===== config.mk =====
export PLATFORM = sky130hd
export DESIGN_NAME = pipe_stall_ctrl
export DESIGN_NICKNAME = d
export VERILOG_FILES = /design/src/rtl/pipe_ctrl_pkg.sv /design/src/rtl/pipe_stall_ctrl_mdu_busy_timer.sv /design/src/rtl/pipe_stall_ctrl.sv
export SDC_FILE = /design/constraint.sdc
export NUM_CORES = 1
export LEC_CHECK = 0
export ABC_AREA = 1
export ABC_CLOCK_PERIOD_IN_PS = 1450
export CAP_MARGIN = 20
export CORE_MARGIN = 8
export CORE_UTILIZATION = 40
export DETAILED_ROUTE_END_ITERATION = 7
export GPL_TIMING_DRIVEN = 0
export PLACE_DENSITY = 0.76
export SETUP_SLACK_MARGIN = 0.4
export SLEW_MARGIN = 20
export SYNTH_ARGS = -nofsm -noshare
export SYNTH_HDL_FRONTEND = slang
export SYNTH_SLANG_ARGS = --single-unit

===== constraint.sdc =====
create_clock -name clk -period 1.45 [get_ports clk]
set_input_delay 0.2175 -clock clk [delete_from_list [all_inputs] [get_ports clk]]
set_output_delay 0.2175 -clock clk [all_outputs]
set_load 0.01 [all_outputs]

===== src/rtl/pipe_ctrl_pkg.sv =====
`default_nettype none
// ============================================================================
//  Module      : pipe_ctrl_pkg
//  Description : Shared constants and types for the pipeline stall sequencer
//                and the multiply/divide unit busy timer.
//  Revision    : 1.0  initial release
// ============================================================================
package pipe_ctrl_pkg;

    // MDU busy-timer states
    typedef enum logic [0:0] {
        ST_IDLE = 1'b0,
        ST_BUSY = 1'b1
    } mdu_state_t;

    // Architectural zero register: writes to it never create a dependency
    localparam logic [4:0] REG_ZERO = 5'd0;

    // Default MDU latencies, shared with the MDU datapath
    localparam int DEF_MUL_LAT = 4;
    localparam int DEF_DIV_LAT = 33;
    localparam int DEF_CNT_W   = 6;

endpackage : pipe_ctrl_pkg
`default_nettype wire


===== src/rtl/pipe_stall_ctrl_mdu_busy_timer.sv =====
`default_nettype none
// ============================================================================
//  Module      : mdu_busy_timer
//  Description : Tracks an in-flight multiply/divide operation. A start pulse
//                loads the down-counter with the operation latency; busy stays
//                high until the counter has expired.
//  Ports       : clk, rst_n      clock / async active-low reset
//                i_start         one-cycle MDU launch pulse
//                i_div           1 = divide latency, 0 = multiply latency
//                o_busy          MDU operation in flight (registered)
//  Revision    : 1.0  initial release
// ============================================================================
module mdu_busy_timer
    import pipe_ctrl_pkg::*;
#(
    parameter int MUL_LAT = DEF_MUL_LAT,
    parameter int DIV_LAT = DEF_DIV_LAT,
    parameter int CNT_W   = DEF_CNT_W
) (
    input  logic clk,
    input  logic rst_n,
    input  logic i_start,
    input  logic i_div,
    output logic o_busy
);

    localparam logic [CNT_W-1:0] C_MUL_LAT = CNT_W'(MUL_LAT);
    localparam logic [CNT_W-1:0] C_DIV_LAT = CNT_W'(DIV_LAT);
    localparam logic [CNT_W-1:0] C_ONE     = CNT_W'(1);

    mdu_state_t       r_state;
    logic [CNT_W-1:0] r_cnt;
    logic             r_busy;

    // Single-process FSM; busy is registered alongside the state so it is
    // glitch-free and drops asynchronously with reset.
    always_ff @(posedge clk or negedge rst_n) begin
        if (!rst_n) begin
            r_state <= ST_IDLE;
            r_cnt   <= '0;
            r_busy  <= 1'b0;
        end else if (r_state == ST_IDLE) begin
            if (i_start) begin
                r_state <= ST_BUSY;
                r_cnt   <= i_div ? C_DIV_LAT : C_MUL_LAT;
                r_busy  <= 1'b1;
            end
        end else begin
            // The last busy cycle is the one where the count reads 1, so the
            // consumer sees exactly LAT busy cycles after the launch.
            if (r_cnt == C_ONE) begin
                r_state <= ST_IDLE;
                r_cnt   <= '0;
                r_busy  <= 1'b0;
            end else begin
                r_cnt   <= r_cnt - C_ONE;
            end
        end
    end

    assign o_busy = r_busy;

endmodule : mdu_busy_timer
`default_nettype wire


===== src/rtl/pipe_stall_ctrl.sv =====
`default_nettype none
// ============================================================================
//  Module      : pipe_stall_ctrl
//  Description : Hazard/stall sequencer beside the ID stage of the 5-stage
//                pipeline. Detects load-use and HI/LO (MDU) hazards, holds PC
//                and IF/ID, bubbles ID/EXE, selects the ID redirect target
//                and launches the multi-cycle MDU.
//  Config      : PIPE_STALL_CNT_EN - adds o_stall_cycles, a saturating count
//                of stalled cycles.
//  Ports       : clk, rst_n                  clock / async active-low reset
//                i_id_valid                  ID holds a valid instruction
//                i_id_rs, i_id_rt            ID source registers
//                i_id_use_rs, i_id_use_rt    ID reads rs / rt
//                i_id_md_op, i_id_md_div     ID is MULT/DIV (div selects DIV)
//                i_id_hilo_op                ID is MFHI/MFLO/MTHI/MTLO
//                i_id_redirect               ID resolved a taken control flow
//                i_exe_is_load, i_exe_waddr  EXE load and its destination
//                o_pc_stall, o_ifid_stall    hold PC / IF/ID
//                o_idexe_bubble              load NOP into ID/EXE
//                o_if_pc_sel                 1 = next PC is id_pc
//                o_mdu_start, o_mdu_busy     MDU launch pulse / in flight
//                o_stall_cycles              stall counter (config only)
//  Revision    : 1.0  initial release
// ============================================================================
module pipe_stall_ctrl
    import pipe_ctrl_pkg::*;
#(
    parameter int MUL_LAT = DEF_MUL_LAT,
    parameter int DIV_LAT = DEF_DIV_LAT,
    parameter int CNT_W   = DEF_CNT_W
) (
    input  logic        clk,
    input  logic        rst_n,
    input  logic        i_id_valid,
    input  logic [4:0]  i_id_rs,
    input  logic [4:0]  i_id_rt,
    input  logic        i_id_use_rs,
    input  logic        i_id_use_rt,
    input  logic        i_id_md_op,
    input  logic        i_id_md_div,
    input  logic        i_id_hilo_op,
    input  logic        i_id_redirect,
    input  logic        i_exe_is_load,
    input  logic [4:0]  i_exe_waddr,
    output logic        o_pc_stall,
    output logic        o_ifid_stall,
    output logic        o_idexe_bubble,
    output logic        o_if_pc_sel,
    output logic        o_mdu_start,
`ifdef PIPE_STALL_CNT_EN
    output logic [31:0] o_stall_cycles,
`endif
    output logic        o_mdu_busy
);

    logic w_valid;
    logic w_load_use;
    logic w_md_haz;
    logic w_stall;
    logic w_mdu_start;
    logic w_mdu_busy;

    // Outputs must be quiet while reset is held even if ID/EXE inputs are
    // still presenting a hazard, so the valid qualifier includes rst_n.
    assign w_valid = i_id_valid & rst_n;

    assign w_load_use = w_valid & i_exe_is_load & (i_exe_waddr != REG_ZERO) &
                        ((i_id_use_rs & (i_id_rs == i_exe_waddr)) |
                         (i_id_use_rt & (i_id_rt == i_exe_waddr)));

    assign w_md_haz = w_valid & w_mdu_busy & (i_id_md_op | i_id_hilo_op);

    assign w_stall     = w_load_use | w_md_haz;
    assign w_mdu_start = w_valid & i_id_md_op & ~w_stall;

    assign o_pc_stall     = w_stall;
    assign o_ifid_stall   = w_stall;
    assign o_idexe_bubble = w_stall;
    // A stalled redirect keeps ID held, so it is simply re-evaluated later.
    assign o_if_pc_sel    = w_valid & i_id_redirect & ~w_stall;
    assign o_mdu_start    = w_mdu_start;
    assign o_mdu_busy     = w_mdu_busy;

    mdu_busy_timer #(
        .MUL_LAT (MUL_LAT),
        .DIV_LAT (DIV_LAT),
        .CNT_W   (CNT_W)
    ) u_mdu_busy_timer (
        .clk     (clk),
        .rst_n   (rst_n),
        .i_start (w_mdu_start),
        .i_div   (i_id_md_div),
        .o_busy  (w_mdu_busy)
    );

`ifdef PIPE_STALL_CNT_EN
    logic [31:0] r_stall_cycles;

    always_ff @(posedge clk or negedge rst_n) begin
        if (!rst_n) begin
            r_stall_cycles <= '0;
        end else if (w_stall && (r_stall_cycles != 32'hFFFF_FFFF)) begin
            r_stall_cycles <= r_stall_cycles + 32'd1;
        end
    end

    assign o_stall_cycles = r_stall_cycles;
`endif

endmodule : pipe_stall_ctrl
`default_nettype wire


Word-level counts from Yosys, hierarchy flattened:

Cells that the tools add are included.

* register bits after elaboration: 8
* bits of input ports: 25
* output and inout port bits: 6
* logic and storage cells: 37

* $add $sub $neg: 1
* equal/unequal tests: 4
* mux-type cells: 10
* bitwise operators: 16
* reduce and logical (&&, ||, !) cells: 3

Operator list (number)
* two-way mux 6 bit: 4
* AND 1 bit: 12
* == test 5 bit: 2
* == test 6 x 1 -> 1 bit (second input constant): 1
* two-way mux 1 bit: 6
* subtractor 6 x 1 -> 6 bit (second input constant): 1
* nonzero test 5 bit: 1
* bitwise OR 1 bit: 3
* inequality test 2 bit (second input constant): 1
* AND reduction 2 bit: 1
* nonzero test 2 bit: 1
* NOT 1 bit: 1

Depth between registers and ports, before layout:

Gate-level depths: netlist (run 1).

* depth in word-level cells: 9
* depth in mapped cells: 11
* gate-level depth less buffers: 11

Hierarchy:

From an unflattened synthesis (run 1), not the netlist that was laid out.

* cell total of the unflattened synthesis: 118
* area, all modules: 696.9 um^2

Modules (own cells, without submodules)
* mdu_busy_timer: instances 1, cells an instance 51, area an instance 422.9 um^2, seq. area each 200.2 um^2
* pipe_stall_ctrl: instances 1, cells an instance 67, area an instance 274.0 um^2, seq. area each 0.0 um^2

Least setup slack after synthesis (run 1):

Ideal clock, no wire load.

* kind: reg2out
* from: reg u_mdu_busy_timer.r_busy (netlist: u_mdu_busy_timer.o_busy)
* to: out o_if_pc_sel
* arrival time: 1002 ps
* required time: 1233 ps
* slack: 230 ps
* stages on the path, launching flop included: 4
* path buffers: 0
* path through: dfrtp_1 o211ai_1 nand2_1 nor2_1

* word-level cells in the longest chain between the ends: 5

RTL lines
* from (decl): RTL line pipe_stall_ctrl_mdu_busy_timer.sv:33 `logic r_busy;`
* from (signal assigned): RTL line pipe_stall_ctrl_mdu_busy_timer.sv:41 `r_busy <= 1'b0;`
* from (signal assigned): RTL line pipe_stall_ctrl_mdu_busy_timer.sv:46 `r_busy <= 1'b1;`
* from (signal assigned): RTL line pipe_stall_ctrl_mdu_busy_timer.sv:54 `r_busy <= 1'b0;`
* AND 1 bit (2 in series): RTL line pipe_stall_ctrl.sv:71 `assign w_md_haz = w_valid & w_mdu_busy & (i_id_md_op | i_id_hilo_op);`
* bitwise OR 1 bit: RTL line pipe_stall_ctrl.sv:73 `assign w_stall = w_load_use | w_md_haz;`
* via o_idexe_bubble: RTL line pipe_stall_ctrl.sv:47 `output logic o_idexe_bubble,`
* NOT 1 bit: RTL line pipe_stall_ctrl.sv:80 `assign o_if_pc_sel = w_valid & i_id_redirect & ~w_stall;`
* AND 1 bit: RTL line pipe_stall_ctrl.sv:80
* to (decl): RTL line pipe_stall_ctrl.sv:48 `output logic o_if_pc_sel,`

The timed path passes the listed nets, and every way through them passes these cells.

Worst setup path after layout (run 1):

* from: reg u_mdu_busy_timer.r_busy (netlist: u_mdu_busy_timer.o_busy)
* to: out o_pc_stall

* word-level cells in the longest chain between the ends: 3

RTL lines
* AND 1 bit (2 in series): RTL line pipe_stall_ctrl.sv:71
* bitwise OR 1 bit: RTL line pipe_stall_ctrl.sv:73
* to (decl): RTL line pipe_stall_ctrl.sv:45 `output logic o_pc_stall,`

No other way between the ends.

==> results.py, run 1 <==
metrics = {
    "synth": {
        "synth-seq-cells": 8,
        "synth_edf_count": 0,
        "synth_top_area_share": 0.267,
        "synth_area_leaders": "dfrtp_1, nand2_1, inv_1",
        "netlist_area_um2": 751,
        "netlist_instances": 125,
        "syn-num-nets": 152,
        "yosys.area.top_type": "dfrtp_1",
        "synth-main-ff-cell": "dfrtp_1",
        "yosysUniqueCellTypes": 22,
        "ys_seq_area_frac": 0.267,
        "avgSynthCellArea_um2": 6.01,
        "synthArstFlopShare": 1.00,
        "yosysWarnings": 0,
    },
    "power_and_ir_drop": {
        "p_per_area_nw_per_um2": 446,
        "power_uw": 574,
        "peakVddDrop_mv": 0.444,
        "p_leak_nw": 0.717,
    },
    "worst_setup_path": {
        "worstPathArrival_ns": 1.24,
        "crit_path_frequent_cell": "buf_6",
        "critPathSlowestCell": "dfrtp_1",
        "slowest_delay_ns": 0.39,
        "crit_path_end_kind": "primary output",
        "critPathLaunchType": "register",
        "cp_max_fo": 4,
        "critPathTopFamily": "buffers and inverters",
        "crit_chain": "o211ai_1 -> buf_4 -> nand2_4 -> buf_6 -> buf_6",
        "worstSetupPathType": "reg2out",
        "cp.required_ns": 1.23,
        "crit_buf_inv": 3,
    },
    "global_route": {
        "grt_pass1_vias": 900,
        "top_usage_layer": "met2",
        "overflow": 0,
        "antenna_found_initial": 0,
        "grt.total_usage": 0.151,
        "grt_util_met1": 0.167,
        "grt_pass1_wl_um": 4060,
        "grt_use_met3": 0.0564,
        "grt_util_met2": 0.257,
        "grt_start_max_net_pins": 9,
    },
    "floorplanning": {
        "ios": 31,
        "core-area_um2": 1750,
        "die_h_um": 59.3,
        "initial_core_util": 0.430,
        "die_area_um2": 3520,
        "die-width_um": 59.3,
        "row_count": 15,
    },
    "clock_network": {
        "cts.sinks": 8,
        "cts_tree": "yes",
        "cts_max_path_buffers": 2,
        "worstSkewPairLatency_ns": 0.27,
        "numCtsBuffers": 3,
        "cts-root-buf": "clkbuf_4",
        "clk_pin_slew_ns": 0.07,
        "htreeDepth": 1,
    },
    "place": {
        "io_buffers": 30,
        "pre_cts_ws_ns": -0.995,
        "place_hpwl_um": 1630,
        "dp_cells": 180,
        "place_area_um2": 1110,
        "gp_congestion": 0.844,
    },
    "timing": {
        "post-route-period-util": 1.00,
        "hold_viol_final": 0,
        "slew_headroom": 0.727,
        "rsz0062_at_grt": "true",
        "min_period_ns": 1.45,
        "setup_slack_ns": -0.00452,
        "finalMaxSlewViolations": 0,
        "setup_viol": 2,
        "worst_pin_slew_ns": 0.408,
        "fmax_mhz": 688,
        "clock_skew_ns": 0.00555,
        "fin_setup_tns_ns": -0.00846,
    },
    "route": {
        "wire_per_inst_um": 13.3,
        "drc_errors": 0,
        "drtIter0Drc": 33,
        "drtPass1Iterations": 4,
        "routed-via-count": 925,
        "via_per_inst": 4.67,
        "ant_nets": 0,
        "wl_um": 2630,
    },
    "final_layout": {
        "antenna_cells": 0,
        "fin_area_um2": 1280,
        "area_growth_pct": 71.2,
        "fin_nets": 202,
        "instances_no_fill": 198,
        "layout-drive-gt1-share": 0.434,
        "fillers": 132,
    },
    "status": {
        "violations": "setup timing",
        "status": "complete, but fails checks",
    },
    "job": {
        "maxCapViolations": 0,
    },
    "hold_path": {
        "hold_class": "in2async",
    },
}
## state kept, by name (all words and copies together) (netlist names)
register                  flops
u_mdu_busy_timer.o_busy       1
u_mdu_busy_timer.r_cnt        6
u_mdu_busy_timer.r_state      1
## worst register-to-register path, stage by stage, from the launching register on
cell,delay (ns)
dfrtp_1,0.39
o211ai_1,0.11
buf_4,0.18
nand3_4,0.07
buf_6,0.13
buf_6,0.11
buf_8,0.13
nand2_4,0.08
nand2_2,0.05
nand2_1,0.06
## synthesized netlist by cell type (all sizes together), types with 2 or more instances
cell   count
nor2      14
nand3     11
ha         2
nand4      2
buf        3
xor2       3
dfrtp      8
o21ai      2
nand2     49
inv       24
## final timing paths
kind                       slack, ns                      start                        end  cells after the start
setup / recovery              -0.005    u_mdu_busy_timer.o_busy                 o_pc_stall                      5
hold / removal                  0.41                      rst_n   u_mdu_busy_timer.r_state                      2
setup reg to reg                0.08    u_mdu_busy_timer.o_busy  u_mdu_busy_timer.r_cnt[0]                      9
hold reg to reg                 0.54  u_mdu_busy_timer.r_cnt[4]  u_mdu_busy_timer.r_cnt[4]                      2
max in group asynchronous       0.73                      rst_n  u_mdu_busy_timer.r_cnt[0]                      2
min in group clk                0.48                      rst_n   u_mdu_busy_timer.r_state                      5
## kinds of logic after synthesis
logic type      share of synthesized area
xor+xnor                           0.0467
simple gates                        0.467
buf+inv                             0.147
fa+ha+maj                          0.0333
flops                               0.267
compound gates                     0.0400
## layout make-up
| type | instances | area (µm²) | area share |
|---|---|---|---|
| buffer | 3 | 33.8 | 0.0263 |
| clock buffer | 3 | 22.5 | 0.0175 |
| inverter | 24 | 90.1 | 0.0701 |
| multi-input combinational | 90 | 556 | 0.432 |
| sequential | 8 | 203 | 0.158 |
| tap | 25 | 31.3 | 0.0243 |
| timing repair buffer | 45 | 349 | 0.272 |
## report_power, final
part	total, mW	switching (mW)	internal [mW]
logic	0.161	0.0784	0.0823
clock network	0.190	0.0941	0.0958
registers	0.223	0	0.223
## through the flow
step                      utilization  hold slack (ns)
after floorplan                     -          -0.0781
after global placement          0.636            0.513
after detailed placement        0.636            0.528
after CTS                       0.730            0.420
after global routing            0.736            0.446
final                           0.736            0.412
## per-layer routing
layer  up-vias  part of all wire
li1        475                 -
met1       414              0.41
met2        28              0.50
met3         8             0.060
met4         0             0.031
met5         -                 0
## timing repair
action                     in CTS  in global routing
hold buffers                    1                  0
resized for setup             102                 22
hold endpoints to repair        8                  0
setup buffers                   9                  5
setup endpoints to repair      14                 14
pin swaps                      18                 21
gates cloned                    0                  0
## placed cells by master (no fill, tap or decap), drive strengths merged, types with 2 or more instances in the layout
| cell | n |
|---|---|
| nand3 | 11 |
| o21ai | 2 |
| dfrtp | 8 |
| nor2 | 14 |
| nand2 | 49 |
| inv | 24 |
| buf | 29 |
| clkdlybuf4s50 | 2 |
| ha | 2 |
| nand4 | 2 |
| clkbuf | 12 |
| xor2 | 3 |
| dlygate4sd2 | 5 |
Note: power is estimated with default switching activity, not from simulation.
==> run 2, diff against run 1 <==
--- a/config.mk
+++ b/config.mk
@@ -7,7 +7,6 @@
 export LEC_CHECK = 0
 export ABC_AREA = 1
 export ABC_CLOCK_PERIOD_IN_PS = 1450
-export CAP_MARGIN = 20
 export CORE_MARGIN = 8
 export CORE_UTILIZATION = 40
 export DETAILED_ROUTE_END_ITERATION = 7
==> results of run 2 <==
Same layout as run 1: the final DEF is identical, and so are final timing and power.
